--- src/rtl/counter_pkg.sv ---
// rtl/counter_pkg.sv - shared constants and types for the counter command path
package counter_pkg;

  localparam int CNT_W_DEFAULT = 4;

  typedef enum logic [1:0] {
    IDLE   = 2'd0,
    HELD   = 2'd1,
    REPEAT = 2'd2
  } rpt_state_t;

  localparam logic DIR_UP   = 1'b0;
  localparam logic DIR_DOWN = 1'b1;

endpackage

--- src/rtl/btn_debounce.sv ---
// rtl/btn_debounce.sv - 2-FF synchronizer, debounce counter and registered rise pulse for one button
module btn_debounce #(
  parameter int DEBOUNCE_CYCLES = 4
) (
  input  logic clk,
  input  logic reset_n,
  input  logic btn,
  output logic level,
  output logic rise
);

  localparam int DW = $clog2(DEBOUNCE_CYCLES + 1);

  logic          sync_meta;
  logic          sync_q;
  logic          level_q;
  logic [DW-1:0] stable_cnt;

  always_ff @(posedge clk or negedge reset_n) begin
    if (!reset_n) begin
      sync_meta  <= 1'b0;
      sync_q     <= 1'b0;
      level      <= 1'b0;
      level_q    <= 1'b0;
      rise       <= 1'b0;
      stable_cnt <= '0;
    end else begin
      sync_meta <= btn;
      sync_q    <= sync_meta;
      level_q   <= level;
      rise      <= level & ~level_q;
      // Any sample agreeing with the current level restarts the run of disagreeing samples.
      if (sync_q != level) begin
        if (stable_cnt == DW'(DEBOUNCE_CYCLES - 1)) begin
          level      <= sync_q;
          stable_cnt <= '0;
        end else begin
          stable_cnt <= stable_cnt + 1'b1;
        end
      end else begin
        stable_cnt <= '0;
      end
    end
  end

endmodule

--- src/rtl/counter_cmd_ctrl.sv ---
// rtl/counter_cmd_ctrl.sv - button arbitration and pulse generation for the up/down counter
// Hold-to-repeat is compiled in when COUNTER_CMD_AUTOREPEAT_EN is defined.
module counter_cmd_ctrl
  import counter_pkg::*;
#(
  parameter int               CNT_W           = CNT_W_DEFAULT,
  parameter int               DEBOUNCE_CYCLES = 4,
  parameter logic [CNT_W-1:0] RESET_LIMIT     = CNT_W'(4'hF),
  parameter int               REPEAT_DELAY    = 16,
  parameter int               REPEAT_PERIOD   = 4
) (
  input  logic             clk,
  input  logic             reset_n,
  input  logic             btn_up,
  input  logic             btn_down,
  input  logic             btn_load,
  input  logic [CNT_W-1:0] sw_limit,
  output logic             count_inc,
  output logic             count_dec,
  output logic             load_en,
  output logic [CNT_W-1:0] count_to
);

  logic up_lvl, up_rise, down_lvl, down_rise, load_lvl, load_rise;
  logic acc_inc, acc_dec, acc_load;
  logic rep_inc, rep_dec;
  logic unused_cfg;
  logic [CNT_W-1:0] sw_meta, sw_sync;

  btn_debounce #(.DEBOUNCE_CYCLES(DEBOUNCE_CYCLES)) u_db_up (
    .clk(clk), .reset_n(reset_n), .btn(btn_up), .level(up_lvl), .rise(up_rise)
  );
  btn_debounce #(.DEBOUNCE_CYCLES(DEBOUNCE_CYCLES)) u_db_down (
    .clk(clk), .reset_n(reset_n), .btn(btn_down), .level(down_lvl), .rise(down_rise)
  );
  btn_debounce #(.DEBOUNCE_CYCLES(DEBOUNCE_CYCLES)) u_db_load (
    .clk(clk), .reset_n(reset_n), .btn(btn_load), .level(load_lvl), .rise(load_rise)
  );

  // Load wins outright; simultaneous inc and dec cancel each other.
  assign acc_load = load_rise;
  assign acc_inc  = up_rise & ~down_rise & ~load_rise;
  assign acc_dec  = down_rise & ~up_rise & ~load_rise;

`ifdef COUNTER_CMD_AUTOREPEAT_EN
  localparam int HW = $clog2(REPEAT_DELAY + 1);
  localparam int RW = $clog2(REPEAT_PERIOD + 1);

  rpt_state_t    state_q, state_d;
  logic          dir_q;
  logic          held_lvl;
  logic          any_acc;
  logic [HW-1:0] hold_cnt;
  logic [RW-1:0] rep_cnt;

  assign any_acc    = acc_load | acc_inc | acc_dec;
  assign held_lvl   = (dir_q == DIR_UP) ? up_lvl : down_lvl;
  assign unused_cfg = load_lvl;

  always_ff @(posedge clk or negedge reset_n) begin
    if (!reset_n) begin
      state_q  <= IDLE;
      dir_q    <= DIR_UP;
      hold_cnt <= '0;
      rep_cnt  <= '0;
    end else begin
      state_q <= state_d;
      if (acc_inc)      dir_q <= DIR_UP;
      else if (acc_dec) dir_q <= DIR_DOWN;
      if (state_d != state_q) begin
        hold_cnt <= '0;
        rep_cnt  <= '0;
      end else if (state_q == HELD) begin
        hold_cnt <= hold_cnt + 1'b1;
      end else if (state_q == REPEAT) begin
        rep_cnt <= (rep_cnt == RW'(REPEAT_PERIOD - 1)) ? '0 : rep_cnt + 1'b1;
      end
    end
  end

  always_comb begin
    state_d = state_q;
    case (state_q)
      IDLE:    if (acc_inc || acc_dec) state_d = HELD;
      HELD: begin
        if (any_acc || !held_lvl)                       state_d = IDLE;
        else if (hold_cnt == HW'(REPEAT_DELAY - 1))     state_d = REPEAT;
      end
      REPEAT:  if (any_acc || !held_lvl) state_d = IDLE;
      default: state_d = IDLE;
    endcase
  end

  // Entering REPEAT issues the first repeat; later ones follow every REPEAT_PERIOD cycles.
  always_comb begin
    rep_inc = 1'b0;
    rep_dec = 1'b0;
    if ((state_q == HELD && state_d == REPEAT) ||
        (state_q == REPEAT && state_d == REPEAT && rep_cnt == RW'(REPEAT_PERIOD - 1))) begin
      rep_inc = (dir_q == DIR_UP);
      rep_dec = (dir_q == DIR_DOWN);
    end
  end
`else
  assign rep_inc    = 1'b0;
  assign rep_dec    = 1'b0;
  assign unused_cfg = ^{load_lvl, up_lvl, down_lvl, REPEAT_DELAY, REPEAT_PERIOD};
`endif

  always_ff @(posedge clk or negedge reset_n) begin
    if (!reset_n) begin
      sw_meta   <= '0;
      sw_sync   <= '0;
      count_inc <= 1'b0;
      count_dec <= 1'b0;
      load_en   <= 1'b0;
      count_to  <= RESET_LIMIT;
    end else begin
      sw_meta   <= sw_limit;
      sw_sync   <= sw_meta;
      count_inc <= acc_inc | rep_inc;
      count_dec <= acc_dec | rep_dec;
      load_en   <= acc_load;
      if (acc_load) count_to <= sw_sync;
    end
  end

endmodule

--- config.mk ---
export PLATFORM = sky130hd
export DESIGN_NAME = counter_cmd_ctrl
export DESIGN_NICKNAME = d
export VERILOG_FILES = /design/src/rtl/counter_pkg.sv /design/src/rtl/btn_debounce.sv /design/src/rtl/counter_cmd_ctrl.sv
export SDC_FILE = /design/constraint.sdc
export NUM_CORES = 1
export LEC_CHECK = 0
export ABC_AREA = 1
export CORE_AREA = 10 10 66 68
export CTS_BUF_LIST = sky130_fd_sc_hd__clkbuf_16
export CTS_CLUSTER_DIAMETER = 120
export DETAILED_ROUTE_END_ITERATION = 8
export DIE_AREA = 0 0 76 78
export HOLD_SLACK_MARGIN = 0.15
export PLACE_DENSITY = 0.67
export SETUP_SLACK_MARGIN = 0.4
export SLEW_MARGIN = 25
export SYNTH_ARGS = -nofsm -noshare
export SYNTH_HDL_FRONTEND = slang
export SYNTH_SLANG_ARGS = --single-unit
--- constraint.sdc ---
create_clock -name clk -period 1.05 [get_ports clk]
set_clock_uncertainty 0.15 [all_clocks]
set_input_delay 0.1575 -clock clk [delete_from_list [all_inputs] [get_ports clk]]
set_output_delay 0.1575 -clock clk [all_outputs]
set_load 0.05 [all_outputs]
==> metrics, run 1 <==
total vias in the final route 816; IR Drop Worst-Case VDD 1360 µV; Starting DRT DRC Count 30; Pre-antenna DRT Iters 4; CP Cell Sequence buf_12; DR DRC count 0; Antenna Cells 0; share of layout cells above drive strength 1 0.463; Setup CP Type register to output port; number of enable-type register cells in the synthesized netlist 0; failing checks hold timing, setup timing; share of synthesized registers carrying an async set or reset 1.00; I/O pins 16; final weighted congestion of routability-driven global placement 0.689; number of sinks handled by clock tree synthesis 39; net switching share of the total power 0.331; Internal Dissipation 0.00387 W; count of max-cap constraint violations 0; Slowest-stage cell, CP sky130_fd_sc_hd__dfstp_2; first-pass GRT wire length 3460 µm; DIE WIDTH 76 µm; leading cell types by total area after synthesis sky130_fd_sc_hd__dfrtp_1 66%, sky130_fd_sc_hd__dfstp_2 7.9%, sky130_fd_sc_hd__nand2_1 7.0%; result of the run finished with violations; pre-CTS worst setup slack 0.0139 ns; All-Layer GR Usage 0.0759; number of standard cells in the layout, taps in and fillers out 193; average via count per standard cell 4.23; slowest stage delay, CP 0.55 ns; most used standard cells in the synthesized netlist 35 x sky130_fd_sc_hd__dfrtp_1, 25 x sky130_fd_sc_hd__nand2_1, 20 x sky130_fd_sc_hd__inv_1; total congestion overflow after global routing 0; Post-Synthesis Cells 116; maximum number of pins on one net before global-route repair 17; Final Power 0.00579 W; initial antenna violation count 0; period utilization 1.21; Layout Area Growth over Synthesis 46.4%; count of standard-cell rows 21; Power Dens Cells 2970 nW/µm²; Crit path max-delay family flip-flops; TritonCTS Buffers 5; post-detailed-placement half-perimeter wirelength 1380 µm; Pins Over Slew Limit 0; largest area contributor in the synthesized netlist sky130_fd_sc_hd__dfrtp_1; die area 5930 µm²; CP startpoint kind register; TritonCTS clock tree done; combinational power share 0.368; clock tree buffer depth 2; via count of the first global-routing pass 798; P_sw 0.00191 W; average detailed-routed wire length per instance 10.7 µm; maximum net fanout on the critical path 2; portion of synthesized cell area occupied by the leading cell type 0.658; remaining number of nets flagged by the antenna check after routing 0; initial core utilization 0.419; die boundary height 78 µm; required time at the endpoint of the critical path 0.74 ns; Worst-Margin Slew 0.287 ns; buffers and inverters on the worst path 1; number of unique standard cell types used by synthesis 12; leading cell type by number of instances after synthesis sky130_fd_sc_hd__dfrtp_1; final count of hold timing violations 38; Clock Power Share 0.236; average cell area after synthesis 11.5 µm²; number of input and output port buffers inserted 15; clock latency at the later pin of the worst-skew pair 0.28 ns; leakage power of the design 0.908 nW; number of endpoints failing setup at the final stage 9; CP arrival 0.97 ns; overall routed net length 2070 µm; register bit count reported by yosys 39; worst setup margin -0.224 ns; Final nets 158; post-synthesis cell area 1330 µm²; Root Buffer sky130_fd_sc_hd__clkbuf_16; Mapped Nets 128; crit end category output port; Peak Freq 785 MHz; unrepaired setup endpoints after global routing yes; clock-pin slew on the worst setup and hold paths 0.05 ns; Min-Delay Path Class primary input to async pin; Min Clock Period, post-route 1.27 ns; proportion of power drawn by flip-flops and latches 0.396; Max-slew headroom 0.809; Post-Route Hold Slack -0.391 ns; portion of the post-synthesis area used by sequential elements 0.737; leading register cell type out of synthesis sky130_fd_sc_hd__dfrtp_1; Cell Count Post-Placement 178; number of warnings issued by yosys 0; core area 3180 µm²; CTS H-tree lvls 2
-- timing repair --
action                                  in CTS  in global routing
pin swaps                                    4                  9
hold endpoints to repair                    39                 39
buffers inserted                             3                  4
endpoints found under the setup margin      32                 32
resized for setup                           11                 15
-- metrics by stage --
| step | util | TNS (ns) | instance area [µm²] |
|---|---|---|---|
| 5_1_grt | 0.613 | -1.48 | 1950 |
| 2_1_floorplan | - | -0.0364 | 1400 |
| 3_3_place_gp | 0.534 | 0 | 1700 |
| 3_5_place_dp | 0.534 | 0 | 1700 |
| 4_1_cts | 0.589 | -1.22 | 1870 |
| 6_report | 0.613 | -1.19 | 1950 |
-- final timing paths --
check,startpoint,slack [ns],depth (start not counted),endpoint
setup / recovery,count_to[0]$_DFFE_PN1P_,-0.22,1,count_to[0]
hold / removal,reset_n,-0.39,1,sw_sync[0]$_DFF_PN0_
setup reg to reg,count_to[0]$_DFFE_PN1P_,-0.05,4,count_to[0]$_DFFE_PN1P_
hold reg to reg,sw_meta[3]$_DFF_PN0_,0.20,0,sw_sync[3]$_DFF_PN0_
max in group asynchronous,reset_n,0.70,2,count_to[1]$_DFFE_PN1P_
min in group clk,btn_down,0.17,1,u_db_down.sync_meta$_DFF_PN0_
-- power by group through the flow --
stage,Clock (W),Sequential (W),Combinational (W)
floorplan,0,0.00263,0.000628
global placement,0,0.00231,0.00164
detailed placement,0,0.00234,0.00169
CTS,0.00141,0.00228,0.00190
global route,0.00148,0.00234,0.00234
finish,0.00137,0.00229,0.00213
-- placed cells by master, fill, tap and decap left out, types with 3 or more instances in the layout --
master                             n
sky130_fd_sc_hd__ha_4              3
sky130_fd_sc_hd__clkdlybuf4s50_1   7
sky130_fd_sc_hd__nor2_1            8
sky130_fd_sc_hd__buf_12            9
sky130_fd_sc_hd__nand2_2          11
sky130_fd_sc_hd__buf_4             5
sky130_fd_sc_hd__dfstp_2           4
sky130_fd_sc_hd__inv_2            10
sky130_fd_sc_hd__clkbuf_16         5
sky130_fd_sc_hd__dfrtp_2           4
sky130_fd_sc_hd__dfrtp_1          31
sky130_fd_sc_hd__nor2_2            4
sky130_fd_sc_hd__inv_1            13
sky130_fd_sc_hd__nand3_2           3
sky130_fd_sc_hd__nand2_1          17
-- sequential cells by signal, summed over array words and instances (netlist names), 3 cells and up --
name and cells:
sw_meta 4, count_to 4, u_db_up.stable_cnt 3, u_db_down.stable_cnt 3, sw_sync 4, u_db_load.stable_cnt 3
-- metal layers --
layer,global-route usage,part of all wire,vias to the layer above
li1,-,-,400
met1,0.0844,0.42,388
met2,0.114,0.51,22
met3,0.0288,0.042,6
met4,0.0625,0.027,0
met5,0,0,-
-- layout make-up --
type                    instances  area, µm²
clock buffers                   5        125
clock inverters                 3       12.5
well taps                      46       57.6
fillers                       237       1230
multi-input cells              54        370
repair buffers                 24        315
flip-flops and latches         39        986
inverters                      22       82.6
-- logic make-up (layout without fill, tap and decap cells) --
| family | count (synthesis) | in the layout | synth area share |
|---|---|---|---|
| compound gates | 4 | 4 | 0.0150 |
| fa+ha+maj | 3 | 3 | 0.0282 |
| buf+inv | 23 | 54 | 0.0705 |
| flops | 39 | 39 | 0.737 |
| simple gates | 47 | 47 | 0.149 |
(Power assumes the default switching activity.)
==> run 2, diff against run 1 <==
--- a/config.mk
+++ b/config.mk
@@ -9,6 +9,7 @@
 export CORE_AREA = 10 10 66 68
 export CTS_BUF_LIST = sky130_fd_sc_hd__clkbuf_16
 export CTS_CLUSTER_DIAMETER = 120
+export CTS_CLUSTER_SIZE = 25
 export DETAILED_ROUTE_END_ITERATION = 8
 export DIE_AREA = 0 0 76 78
 export HOLD_SLACK_MARGIN = 0.15
==> results of run 2 <==
Final layout, timing and power as in run 1 (identical DEF).
==> run 3, diff against run 2 <==
==> constraint.sdc (replaced) <==
create_clock -name clk -period 1.15 [get_ports clk]
set_clock_uncertainty 0.15 [all_clocks]
set_input_delay 0.1725 -clock clk [delete_from_list [all_inputs] [get_ports clk]]
set_output_delay 0.1725 -clock clk [all_outputs]
set_load 0.05 [all_outputs]
==> run 3 against run 2 <==
  * The run still ends with hold timing, setup timing left
  * Register-to-register slack improved by 0.17 ns
  * Global-route usage increased by 0.86 points
  * Count of clock-buffer cells in the layout unchanged
  * Highest routed layer unchanged
  * Cell count unchanged
  * Worst hold slack improved by 0.014 ns
  * Combinational power decreased by 7%
  * Die area unchanged
  * Non-clock buffer count unchanged
==> metrics, run 3 (synthesis results as in run 1) <==
Layout Area Growth over Synthesis 47.3%; die area 5930 µm²; remaining number of nets flagged by the antenna check after routing 0; CP arrival 0.97 ns; clock tree buffer depth 2; core area 3180 µm²; slowest stage delay, CP 0.56 ns; TritonCTS Buffers 5; Min-Delay Path Class primary input to async pin; average via count per standard cell 4.20; CP startpoint kind register; I/O pins 16; failing checks hold timing, setup timing; most common library cell in the layout ignoring fill and taps sky130_fd_sc_hd__dfrtp_1; final instance area 1960 µm²; first-pass GRT wire length 3990 µm; critical path launch point count_to[1]$_DFFE_PN1P_; clock latency at the later pin of the worst-skew pair 0.27 ns; Peak Freq 773 MHz; Max-slew headroom 0.812; r2r worst-path depth 4; total congestion overflow after global routing 0; DR DRC count 0; Setup CP Type register to output port; Post-Route Hold Slack -0.377 ns; Starting DRT DRC Count 31; buffers and inverters on the worst path 1; area of placed instances 1680 µm²; Power Dens Cells 2720 nW/µm²; Pre-antenna DRT Iters 4; initial antenna violation count 0; count of standard-cell rows 21; CP Cell Sequence buf_12; number of input and output port buffers inserted 15; post-detailed-placement half-perimeter wirelength 1450 µm; IR Drop Worst-Case VDD 1340 µV; Worst-Margin Slew 0.282 ns; storage element area 986 µm²; total vias in the final route 811; clock-pin slew on the worst setup and hold paths 0.05 ns; Root Buffer sky130_fd_sc_hd__clkbuf_16; overall routed net length 2150 µm; largest registers count_to x4, sw_meta x4, sw_sync x4; Pins Over Slew Limit 0; crit end category output port; number of sinks handled by clock tree synthesis 39; maximum number of pins on one net before global-route repair 16; All-Layer GR Usage 0.0845; period utilization 1.12; slack of the worst reg-to-reg path 0.12 ns; area occupied by multi-input gates 388 µm²; critical path depth 1; CTS H-tree lvls 2; required time at the endpoint of the critical path 0.83 ns; DIE WIDTH 76 µm; average detailed-routed wire length per instance 11.1 µm; unrepaired setup endpoints after global routing yes; TritonCTS clock tree done; reg-to-reg startpoint u_db_up.stable_cnt[0]$_DFF_PN0_; fill cell total of the finished layout 263; Min Clock Period, post-route 1.29 ns; count of max-cap constraint violations 0; commonest non-fill, non-tap cells in the layout 31 x sky130_fd_sc_hd__dfrtp_1, 15 x sky130_fd_sc_hd__nand2_2, 13 x sky130_fd_sc_hd__nand2_1; Worst Setup EP count_to[1]; number of standard cells in the layout, taps in and fillers out 193; Antenna Cells 0; maximum net fanout on the critical path 2; initial core utilization 0.419; Slowest-stage cell, CP sky130_fd_sc_hd__dfstp_2; final weighted congestion of routability-driven global placement 0.689; Final nets 158; Crit path max-delay family flip-flops; leakage power of the design 0.905 nW; reg-to-reg endpoint u_db_up.stable_cnt[1]$_DFF_PN0_; share of layout cells above drive strength 1 0.503; via count of the first global-routing pass 886; worst setup margin -0.143 ns; final count of hold timing violations 38; Cell Count Post-Placement 178; result of the run finished with violations; number of endpoints failing setup at the final stage 7; die boundary height 78 µm
==> run 3: cell counts in the layout (fill, tap and decap cells not counted) <==
No cell type changed its count.
==> run 3: per-stage QoR <==
step / util / TNS, ns / hold WS, ns / worst slack [ns] / total power [W]
after detailed placement: 0.530 / 0 / -0.0817 / 0.116 / 0.00368
final: 0.617 / -0.558 / -0.377 / -0.143 / 0.00533
after global placement: 0.530 / 0 / -0.0933 / 0.162 / 0.00360
after floorplan: - / 0 / -0.273 / 0.0909 / 0.00298
after CTS: 0.585 / -0.632 / -0.379 / -0.152 / 0.00510
after global routing: 0.617 / -0.735 / -0.372 / -0.170 / 0.00569
==> run 3: final cells by class <==
type                            count  share of cell area
Inverter                           22              0.0421
Tap cell                           46              0.0294
Sequential cell                    39               0.503
Clock buffer                        5              0.0638
Timing Repair Buffer               24               0.158
Multi-Input combinational cell     54               0.198
Clock inverter                      3             0.00574
==> run 3: worst min-delay path by stage <==
stage | startpoint | to | slack, ns | depth (start not counted)
after floorplan | reset_n | count_dec$_DFF_PN0_ | -0.27 | 0
after global placement | reset_n | sw_sync[3]$_DFF_PN0_ | -0.09 | 1
after detailed placement | reset_n | sw_sync[0]$_DFF_PN0_ | -0.08 | 1
after CTS | reset_n | sw_sync[0]$_DFF_PN0_ | -0.38 | 1
after global routing | reset_n | sw_sync[3]$_DFF_PN0_ | -0.37 | 1
final | reset_n | sw_meta[3]$_DFF_PN0_ | -0.38 | 1
==> run 3: power breakdown <==
group	switching, W	total, W	internal, W
clock	0.000467	0.00125	0.000778
sequential	0.000299	0.00210	0.00180
combinational	0.00100	0.00199	0.000984
==> run 3: what timing repair did <==
action / in CTS / in global routing
hold endpoints to repair: 39 / 39
endpoints found under the setup margin: 29 / 31
resized for setup: 8 / 27
buffers inserted: 3 / 4
pin swaps: 6 / 11
==> run 3: routing by layer <==
layer  vias to the layer above  global-route usage  wire (µm)
met1                       390              0.0912        893
met5                         -                   0          0
li1                        398                   -          -
met3                         5              0.0369        115
met2                        18               0.135       1100
met4                         0              0.0511         46
